==> src/rtl/touch_i2c_responder.sv <==
// I2C target emulating the touch controller register map: one status byte and a
// four-byte touch-point record behind a 16-bit auto-incrementing pointer.
module touch_i2c_responder #(
  parameter logic [6:0]  DEV_ADDR       = 7'h14,
  parameter logic [15:0] STATE_REG_ADDR = 16'h814E,
  parameter logic [15:0] LOC_START_ADDR = 16'h8150
) (
  input  logic        clk,
  input  logic        rst_n,
  input  logic        scl,
  input  logic        sda_in,
  output logic        sda_oe,
  input  logic        touch_valid,
  input  logic [15:0] touch_x,
  input  logic [15:0] touch_y,
  output logic        busy,
  output logic        touch_drop
);

  localparam logic [3:0] S_IDLE    = 4'd0;
  localparam logic [3:0] S_DEV     = 4'd1;
  localparam logic [3:0] S_ACK_DEV = 4'd2;
  localparam logic [3:0] S_ADDR_H  = 4'd3;
  localparam logic [3:0] S_ACK_AH  = 4'd4;
  localparam logic [3:0] S_ADDR_L  = 4'd5;
  localparam logic [3:0] S_ACK_AL  = 4'd6;
  localparam logic [3:0] S_WDATA   = 4'd7;
  localparam logic [3:0] S_ACK_W   = 4'd8;
  localparam logic [3:0] S_RDATA   = 4'd9;
  localparam logic [3:0] S_RACK    = 4'd10;
  localparam logic [3:0] S_IGNORE  = 4'd11;

  logic        scl_s1, scl_s2, scl_d;
  logic        sda_s1, sda_s2, sda_d;
  logic        scl_rise, scl_fall, start_det, stop_det;
  logic [3:0]  state;
  logic [3:0]  bit_cnt;
  logic [7:0]  shreg;
  logic [15:0] ptr, ptr_inc;
  logic        rw, ack_bit;
  logic        ready, ready_cleared, clear_w;
  logic [15:0] pt_x, pt_y;
  logic [7:0]  rd_cur, rd_next;

  // Synchronizers carry no reset so a mid-transaction reset cannot fake a START.
  always_ff @(posedge clk) begin
    {scl_d, scl_s2, scl_s1} <= {scl_s2, scl_s1, scl};
    {sda_d, sda_s2, sda_s1} <= {sda_s2, sda_s1, sda_in};
  end

  always_comb begin
    scl_rise  = scl_s2 & ~scl_d;
    scl_fall  = ~scl_s2 & scl_d;
    start_det = scl_s2 & scl_d & sda_d & ~sda_s2;
    stop_det  = scl_s2 & scl_d & ~sda_d & sda_s2;
  end

  function automatic logic [7:0] reg_byte(input logic [15:0] a, input logic rdy,
                                          input logic [15:0] x, input logic [15:0] y);
    logic [15:0] off;
    off      = a - LOC_START_ADDR;
    reg_byte = 8'h00;
    if (a == STATE_REG_ADDR) begin
      reg_byte = {rdy, 6'b000000, rdy};
    end else begin
      case (off)
        16'd0:   reg_byte = x[7:0];
        16'd1:   reg_byte = x[15:8];
        16'd2:   reg_byte = y[7:0];
        16'd3:   reg_byte = y[15:8];
        default: reg_byte = 8'h00;
      endcase
    end
  endfunction

  always_comb begin
    ptr_inc = ptr + 16'd1;
    rd_cur  = reg_byte(ptr, ready, pt_x, pt_y);
    rd_next = reg_byte(ptr_inc, ready, pt_x, pt_y);
    clear_w = (state == S_WDATA) && scl_fall && (bit_cnt == 4'd8) && (ptr == STATE_REG_ADDR);
    ready_cleared = ready & ~clear_w;
  end

  always_ff @(posedge clk) begin
    if (!rst_n) begin
      state   <= S_IDLE;
      bit_cnt <= '0;
      shreg   <= '0;
      ptr     <= '0;
      rw      <= 1'b0;
      ack_bit <= 1'b1;
      sda_oe  <= 1'b0;
      busy    <= 1'b0;
    end else if (start_det) begin
      state   <= S_DEV;
      bit_cnt <= '0;
      busy    <= 1'b1;
    end else if (stop_det) begin
      state  <= S_IDLE;
      busy   <= 1'b0;
      sda_oe <= 1'b0;
    end else if (scl_rise) begin
      case (state)
        S_DEV, S_ADDR_H, S_ADDR_L, S_WDATA: begin
          if (bit_cnt < 4'd8) begin
            shreg   <= {shreg[6:0], sda_s2};
            bit_cnt <= bit_cnt + 4'd1;
          end
        end
        S_RACK:  ack_bit <= sda_s2;
        default: ;
      endcase
    end else if (scl_fall) begin
      case (state)
        S_DEV: begin
          if (bit_cnt == 4'd8) begin
            if (shreg[7:1] == DEV_ADDR) begin
              state  <= S_ACK_DEV;
              sda_oe <= 1'b1;
              rw     <= shreg[0];
            end else begin
              state <= S_IGNORE;
            end
          end
        end
        S_ACK_DEV: begin
          bit_cnt <= '0;
          if (rw) begin
            // The read byte is snapshotted here; later captures cannot disturb it.
            shreg   <= rd_cur;
            sda_oe  <= ~rd_cur[7];
            bit_cnt <= 4'd1;
            state   <= S_RDATA;
          end else begin
            sda_oe <= 1'b0;
            state  <= S_ADDR_H;
          end
        end
        S_ADDR_H: begin
          if (bit_cnt == 4'd8) begin
            ptr[15:8] <= shreg;
            sda_oe    <= 1'b1;
            state     <= S_ACK_AH;
          end
        end
        S_ACK_AH: begin
          sda_oe  <= 1'b0;
          bit_cnt <= '0;
          state   <= S_ADDR_L;
        end
        S_ADDR_L: begin
          if (bit_cnt == 4'd8) begin
            ptr[7:0] <= shreg;
            sda_oe   <= 1'b1;
            state    <= S_ACK_AL;
          end
        end
        S_ACK_AL: begin
          sda_oe  <= 1'b0;
          bit_cnt <= '0;
          state   <= S_WDATA;
        end
        S_WDATA: begin
          if (bit_cnt == 4'd8) begin
            sda_oe <= 1'b1;
            state  <= S_ACK_W;
          end
        end
        S_ACK_W: begin
          sda_oe  <= 1'b0;
          bit_cnt <= '0;
          ptr     <= ptr_inc;
          state   <= S_WDATA;
        end
        S_RDATA: begin
          if (bit_cnt == 4'd8) begin
            sda_oe <= 1'b0;
            state  <= S_RACK;
          end else begin
            sda_oe  <= ~shreg[6];
            shreg   <= {shreg[6:0], 1'b0};
            bit_cnt <= bit_cnt + 4'd1;
          end
        end
        S_RACK: begin
          if (!ack_bit) begin
            ptr     <= ptr_inc;
            shreg   <= rd_next;
            sda_oe  <= ~rd_next[7];
            bit_cnt <= 4'd1;
            state   <= S_RDATA;
          end else begin
            sda_oe <= 1'b0;
            state  <= S_IGNORE;
          end
        end
        default: sda_oe <= 1'b0;
      endcase
    end
  end

  // A clear-write landing with touch_valid is applied first, so the new point is kept.
  always_ff @(posedge clk) begin
    if (!rst_n) begin
      ready      <= 1'b0;
      pt_x       <= '0;
      pt_y       <= '0;
      touch_drop <= 1'b0;
    end else begin
      touch_drop <= 1'b0;
      ready      <= ready_cleared;
      if (touch_valid) begin
        if (ready_cleared) begin
          touch_drop <= 1'b1;
        end else begin
          pt_x  <= touch_x;
          pt_y  <= touch_y;
          ready <= 1'b1;
        end
      end
    end
  end

endmodule

==> config.mk <==
export PLATFORM = sky130hd
export DESIGN_NAME = touch_i2c_responder
export DESIGN_NICKNAME = d
export VERILOG_FILES = /design/src/rtl/touch_i2c_responder.sv
export SDC_FILE = /design/constraint.sdc
export NUM_CORES = 1
export LEC_CHECK = 0
export BUFFER_PORTS_ARGS = -buffer_cell sky130_fd_sc_hd__buf_2
export CAP_MARGIN = 20
export CORE_MARGIN = 2
export CORE_UTILIZATION = 60
export CTS_BUF_LIST = sky130_fd_sc_hd__clkbuf_2
export DETAILED_ROUTE_END_ITERATION = 10
export PLACE_DENSITY = 0.8
export SKIP_LAST_GASP = 1
export SLEW_MARGIN = 10
export SYNTH_ARGS = -nofsm -noshare
export SYNTH_HDL_FRONTEND = slang
export SYNTH_SLANG_ARGS = --single-unit
export TNS_END_PERCENT = 1
==> constraint.sdc <==
create_clock -name clk -period 3.1 [get_ports clk]
set_input_delay 0.31 -clock clk [delete_from_list [all_inputs] [get_ports clk]]
set_output_delay 0.31 -clock clk [all_outputs]
set_load 0.02 [all_outputs]
Word-level counts from Yosys, hierarchy flattened
Index checks and enable logic that the tools add are counted.

Add/sub/neg operators: 4. $mul: 0. Divide/modulo/power cells: 0. Magnitude comparators: 1. Equality and inequality tests: 41. Shift-type cells: 0. Mux-type cells: 51. Bitwise logic cells: 21. Reduce and logical (&&, ||, !) cells: 32.

Operators with widths (count): $mux W8 (10); $pmux W8 S3 (3); $eq A16 B2 Y1 const B (4); $pmux W8 S4 (2); $mux W4 (13); $pmux W4 S9 (1); $eq A16 B1 Y1 const B (2); $eq A16 B16 Y1 const B (2); $logic_not A16 Y1 (2); $sub A16 B16 Y16 const B (2); $reduce_and A7 Y1 (4); $mux W1 (18); $add A16 B1 Y16 const B (1); $eq A4 B3 Y1 const B (4); $eq A4 B4 Y1 const B (4); $mux W16 (1); $ne A4 B4 Y1 const B (4); $pmux W4 S4 (1); $reduce_and A8 Y1 (2); $ne A3 B3 Y1 const B (5); $not A1 Y1 (13); $reduce_bool A11 Y1 (1); $ne A2 B2 Y1 const B (5); $reduce_and A9 Y1 (1); other kinds (23) (45).

Register bits after elaboration: 76. Latch bits: 0. Bits in writable memories: 0. Memory bits (read-only): 0. Bits of input ports: 37. Output and inout port bits: 3. Logic and storage cells: 170. Memories: 0.

Depth between registers and ports, before layout
Gate-level depths: netlist (run 1).

Word-level depth: 11. Gate-level depth with buffers: 12. Mapped depth without buffers: 9.

Worst setup path after synthesis (run 1)
OpenSTA, ideal clock, no wires.

Path kind: register to register. From: reg ptr[0]. To: reg shreg[1]. Setup time: 59 ps. Arrival time: 2247 ps. Data required time: 3041 ps. Slack: 794 ps. Stages on the path, launching flop included: 10. Path buffers: 1. Clock period less this slack: 2306 ps. Cell sequence: dfxtp_1 ha_1 buf_2 nand4_2 nor4_1 mux2i_1 nor4b_4 nand3_2 a21oi_1 o211a_1.

Cells in the longest elaborated chain, start to end: 9. Elaborated cells on any way between the ends: 22. Classes of those cells: add/sub: 3; eq/ne: 8; mux: 9; reduce/logical: 2.

RTL lines: start: declaration (RTL line 39) `logic [15:0] ptr, ptr_inc;`; start signal: assignment (RTL line 153) `ptr[7:0] <= shreg;`; start signal: assignment (RTL line 172) `ptr <= ptr_inc;`; start signal: assignment (RTL line 187) `ptr <= ptr_inc;`; $add A16 B1 Y16 (RTL line 77) `ptr_inc = ptr + 16'd1;`; $sub A16 B16 Y16 (RTL line 61) `off = a - LOC_START_ADDR;`; $eq A16 B2 Y1, or another cell as far along (RTL line 66) `case (off)`; $pmux W8 S4 (RTL line 66); $mux W8 (RTL line 63) `if (a == STATE_REG_ADDR) begin`; $mux W8 (RTL line 186) `if (!ack_bit) begin`; $pmux W8 S3 (*) (RTL line 114) `case (state)`; $mux W8 (*) (RTL line 113) `end else if (scl_fall) begin`; $mux W8 (*) (RTL line 102) `end else if (scl_rise) begin`; end signal: assignment (RTL line 106) `shreg <= {shreg[6:0], sda_s2};`; end signal: assignment (RTL line 181) `shreg <= {shreg[6:0], 1'b0};`; end signal: assignment (RTL line 188) `shreg <= rd_next;`; end: declaration (RTL line 38) `logic [7:0] shreg;`.

Every way passes the cells marked *; elsewhere a longest branch is shown, timed or not. The select of a mux whose other input is x is not followed. A chain may end at the register's enable or synchronous reset.

Worst setup path after layout (run 1)
From: reg ptr[0]. To: reg shreg[5].

The elaborated chain is that of the path after synthesis.

==> impl_metrics.json, run 1 <==
{
  "outcome": "complete, but fails checks",
  "violations": "hold timing",
  "synth_edf_count": 0,
  "synthFlopType": "dfxtp_1",
  "min_period_ns": 2.79,
  "p_per_area_mw_per_mm2": 354,
  "stdcell_area_mm2": 0.00578,
  "ys_seq_area_frac": 0.294,
  "synthesis.area_mm2": 0.00517,
  "die_area_mm2": 0.00938,
  "grt_antenna_before_repair": 0,
  "cp.arrival_ns": 3.27,
  "cp.required_ns": 3.58,
  "initial_utilization": 0.624,
  "crit_family": "simple AND/OR/NAND/NOR gates",
  "area_growth_pct": 11.7,
  "yosys.area.top_type": "dfxtp_1",
  "hpwl_um": 9340,
  "syn-num-nets": 690,
  "syn_avg_cell_area_um2": 8.06,
  "path_max_fanout": 13,
  "overflow": 0,
  "dr.pass1.iters": 5,
  "slowest_delay_ns": 0.61,
  "die_h_um": 96.9,
  "grt_pass1_vias": 4969,
  "wl_um": 14400,
  "coreArea_mm2": 0.00830,
  "synth.most_common_cell": "nand2_1",
  "postCtsSetupRepairBufs": 0,
  "yosysWarnings": 0,
  "netlist_instances": 642,
  "place_ws_ns": 0.383,
  "netlist_top_cells_area": "dfxtp_1 29%, nand2_1 8.3%, a21boi_2 6.5%",
  "worstSetupStartpointType": "flop",
  "cts_made_buffers": 9,
  "path_cells": "ha_1 -> nand4_2 -> nor4_1 -> mux2i_1 -> nor4b_4 -> nand3_2 -> a21oi_1 -> o211a_1",
  "cts_tree": "yes",
  "first_iter_violations": 392,
  "fmax_ghz": 0.358,
  "gp_congestion": 1.01,
  "ant_nets": 0,
  "rsz0062_at_grt": "no",
  "critPathBufInv": 0,
  "ys_types": 83,
  "slew_headroom": 0.412,
  "synth_top_area_share": 0.294,
  "critical_path_class": "reg2reg",
  "ys_seq_elements": 76,
  "vdd_ir_drop_max_v": 0.000298,
  "layout-drive-gt1-share": 0.210,
  "critPathCaptureType": "flop",
  "cp_slowest_cell": "dfxtp_1",
  "cap_violations": 0,
  "grt_pass1_wl_um": 23800,
  "hold_ws_ns": -0.00480,
  "synthArstFlopShare": 0,
  "grt_usage": 0.304,
  "drt-vias-per-instance": 6.44,
  "period_share": 0.901,
  "hold_path_class": "in2reg",
  "placed_cell_area_mm2": 0.00534,
  "worst_pin_slew_ns": 0.881,
  "num_vias": 5120,
  "power.total_mw": 2.05,
  "grt_max_degree": 41,
  "die_x_um": 96.9,
  "fill_cells": 652,
  "insertion_delay_ns": 0.55,
  "layout_setup_ws_ns": 0.308,
  "power.leakage_nw": 2.11,
  "cts-root-buf": "clkbuf_2",
  "hold_viol": 1,
  "nNetsFinal": 733,
  "drv_slew": 0,
  "io_pins": 40,
  "clock_skew_ns": 0.0429,
  "h-tree-depth": 3,
  "io_buffers": 39,
  "row_count": 33,
  "wl_per_cell_um": 18.1,
  "post-route-drc-count": 0,
  "cts.sinks": 76,
  "setup_viol": 0,
  "clock_path_buffers": 2,
  "netlist_top_cells_count": "115 x nand2_1, 76 x dfxtp_1, 39 x nor2_1",
  "antenna_cells": 0,
  "timing.setup.tns_ns": 0,
  "path_clk_slew_ns": 0.26
}
-- flip-flops by register name, indices dropped and copies added (netlist names) --
name        cells
sda_s2          1
bit_cnt         4
ready           1
sda_oe          1
scl_d           1
shreg           8
busy            1
sda_d           1
scl_s2          1
touch_drop      1
rw              1
ptr            16
scl_s1          1
ack_bit         1
sda_s1          1
state           4
pt_x           16
pt_y           16
-- area by class of cell --
cell class	instances	area, um2	share of cell area
clock buffer	9	45.0	0.00779
clock inverter	7	105	0.0182
inverter	15	56.3	0.00974
multi-input combinational	501	3330	0.576
sequential	76	1520	0.263
tap	105	131	0.0227
timing repair buffer	82	591	0.102
-- final timing paths --
kind	cells past startpoint	end	from	slack, ns
setup / recovery	8	shreg[5]	ptr[0]	0.31
hold / removal	3	pt_x[5]	touch_x[5]	-0.005
setup reg to reg	8	shreg[5]	ptr[0]	0.31
hold reg to reg	0	sda_s2	sda_s1	0.35
-- power breakdown --
| group | internal (mW) | leakage (nW) | switching (mW) | total [mW] |
|---|---|---|---|---|
| clock | 0.281 | 0.0854 | 0.407 | 0.688 |
| combinational | 0.139 | 1.40 | 0.163 | 0.302 |
| sequential | 1.02 | 0.620 | 0.0401 | 1.06 |
-- repair_timing --
action | 4_1_cts | 5_1_grt
hold endpoints to repair | 29 | 0
resized for setup | 0 | 0
hold buffers | 29 | 0
-- worst register-to-register path: stages, from the launching register on --
cell,delay [ns]
dfxtp_1,0.61
ha_1,0.25
nand4_2,0.15
nor4_1,0.52
mux2i_1,0.31
nor4b_4,0.34
nand3_2,0.23
a21oi_1,0.19
o211a_1,0.15
-- stage by stage --
step | hold WS, ns | cells | utilization
after floorplan | 0.310 | 642 | -
after global placement | 0.314 | 750 | 0.643
after detailed placement | 0.316 | 750 | 0.643
after CTS | 0.00812 | 795 | 0.696
after global routing | 0.000941 | 795 | 0.696
final | -0.00480 | 795 | 0.696
-- logic make-up after synthesis --
family / after synthesis / synth area share
muxes: 12 / 0.0249
xor gates and xnor gates: 10 / 0.0169
DFF: 76 / 0.294
buffers and inverters: 65 / 0.0626
adders and majority gates: 11 / 0.0266
and+or+nand+nor: 272 / 0.279
AOI/OAI and AO/OA: 196 / 0.296
-- routing by layer --
layer | up-vias | global-route usage | wire length, um
met2 | 276 | 0.521 | 7200
met4 | 0 | 0.121 | 300
met1 | 2421 | 0.376 | 5820
met5 | - | 0 | 0
met3 | 33 | 0.0556 | 1060
li1 | 2390 | - | -
-- cells in the final DEF, fill, tap and decap left out, types with 8 or more instances in the layout --
cell type / synthesis / routed
o211a_1: 8 / 8
buf_4: 2 / 14
o21ai_0: 25 / 25
ha_1: 11 / 11
a21boi_0: 11 / 11
a21oi_1: 35 / 35
a22oi_1: 23 / 23
a21boi_2: 30 / 30
nand2_2: 10 / 10
dfxtp_1: 76 / 76
clkbuf_2: 1 / 9
dlygate4sd3_1: 0 / 29
nor2_1: 39 / 39
buf_2: 11 / 39
inv_1: 15 / 15
o211ai_1: 10 / 10
nand2b_1: 17 / 17
nor2b_1: 12 / 12
nand2_1: 115 / 115
nand3_1: 16 / 16
(Power assumes the default switching activity.)
==> inputs of run 2 (changes only) <==
clock period = 3.4 ns   (was 3.1 ns; I/O delays follow)
==> impl_metrics.json, run 2 (synthesis results as in run 1) <==
{
  "nNetsFinal": 726,
  "cts.sinks": 76,
  "path_max_fanout": 13,
  "dr.pass1.iters": 5,
  "layout-drive-gt1-share": 0.208,
  "path_clk_slew_ns": 0.24,
  "seqPwrFrac": 0.535,
  "area_growth_pct": 10.1,
  "worst_pin_slew_ns": 0.708,
  "num_vias": 4915,
  "cts_made_buffers": 9,
  "cp.arrival_ns": 3.40,
  "place_ws_ns": 0.598,
  "critical_path_class": "reg2reg",
  "vdd_ir_drop_max_v": 0.000218,
  "pwr-share-clk": 0.319,
  "io_buffers": 39,
  "cts-root-buf": "clkbuf_2",
  "antenna_cells": 0,
  "clock_path_buffers": 2,
  "initial_utilization": 0.624,
  "overflow": 0,
  "min_period_ns": 2.88,
  "grt_max_degree": 40,
  "layout_commonest_cell": "nand2_1",
  "critPathCaptureType": "flop",
  "swShare": 0.312,
  "drv_slew": 0,
  "rsz0062_at_grt": "no",
  "grt_pass1_wl_um": 22700,
  "grt_usage": 0.289,
  "r2r_slack_ns": 0.52,
  "die_x_um": 96.9,
  "hold_path_class": "in2reg",
  "grt_pass1_vias": 4707,
  "p_per_area_mw_per_mm2": 317,
  "first_iter_violations": 433,
  "coreArea_mm2": 0.00830,
  "ant_nets": 0,
  "power_frac_comb": 0.146,
  "final_cell_mix": "115 x nand2_1, 76 x dfxtp_1, 39 x nor2_1, 39 x buf_2, 35 x a21oi_1",
  "die_area_mm2": 0.00938,
  "top_regs": "pt_x x16, pt_y x16, ptr x16",
  "timing.setup.tns_ns": 0,
  "insertion_delay_ns": 0.57,
  "post_cts_resized": 0,
  "ctsHoldBuffers": 24,
  "io_pins": 40,
  "clock_skew_ns": 0.0509,
  "die_h_um": 96.9,
  "gp_congestion": 0.949,
  "period_share": 0.847,
  "hpwl_um": 9220,
  "outcome": "finished clean",
  "wl_per_cell_um": 17.3,
  "setup_viol": 0,
  "cp.required_ns": 3.92,
  "postCtsSetupRepairBufs": 0,
  "hold_viol": 0,
  "h-tree-depth": 3,
  "row_count": 33,
  "worstSetupStartpointType": "flop",
  "grt_antenna_before_repair": 0,
  "power.leakage_nw": 2.07,
  "layout_setup_ws_ns": 0.519,
  "slew_headroom": 0.527,
  "post-route-drc-count": 0,
  "fmax_ghz": 0.347,
  "cts_tree": "yes",
  "power.switching_uw": 563,
  "drt-vias-per-instance": 6.24,
  "internal_power_mw": 1.24,
  "cap_violations": 0,
  "utilization": 0.687,
  "wl_um": 13600
}
[run 2: cell count changes in the layout (fill, tap and decap cells not counted)]
cell           before  now
buf_4              14   11
bufinv_16           2    1
clkinv_4            0    1
clkinvlp_4          1    0
dlygate4sd3_1      29   25
inv_8               1    2
[run 2: path summary, 6_finish.rpt]
| kind | startpoint | endpoint | depth (start not counted) |
|---|---|---|---|
| setup reg to reg | ptr[0] | shreg[4] | 8 |
| setup / recovery | ptr[0] | shreg[4] | 8 |
| hold reg to reg | scl_s1 | scl_s2 | 0 |
| hold / removal | touch_x[3] | pt_x[3] | 3 |
[run 2: area by class of cell]
cell class                      count  area [um2]
Multi-Input combinational cell    501        3330
Inverter                           15        56.3
Fill cell                         654        2600
Sequential cell                    76        1520
Tap cell                          105         131
Clock inverter                      7        87.6
Timing Repair Buffer               75         528
Clock buffer                        9        45.0
[run 2: worst max-delay path, cell delays in order, from the launching register on]
cell and delay (ns):
dfxtp_1 0.62, ha_1 0.25, nand4_2 0.15, nor4_1 0.56, mux2i_1 0.33, nor4b_4 0.35, nand3_2 0.23, a21oi_1 0.24
o211a_1 0.15
[run 2: stage by stage]
step / hold WS (ns) / instances / area, um2 / power (mW)
2_1_floorplan: 0.310 / 642 / 5170 / 1.16
3_3_place_gp: 0.313 / 747 / 5320 / 1.21
3_5_place_dp: 0.326 / 747 / 5320 / 1.22
4_1_cts: 0.000607 / 787 / 5690 / 1.80
5_1_grt: 0.0115 / 788 / 5700 / 1.88
6_report: 0.00456 / 788 / 5700 / 1.80
[run 2: metal layers]
| layer | track usage | wire length [um] | vias up |
|---|---|---|---|
| met2 | 0.458 | 6370 | 193 |
| li1 | - | - | 2377 |
| met5 | 0 | 0 | - |
| met3 | 0.0347 | 824 | 36 |
| met1 | 0.393 | 5990 | 2309 |
| met4 | 0.134 | 444 | 0 |
[run 2: power groups by stage]
stage	clock network, mW	registers [mW]	logic (mW)
after global placement	0	0.979	0.230
final	0.575	0.966	0.264
after global routing	0.619	0.970	0.292
after detailed placement	0	0.981	0.236
after CTS	0.577	0.964	0.258
after floorplan	0	0.967	0.190
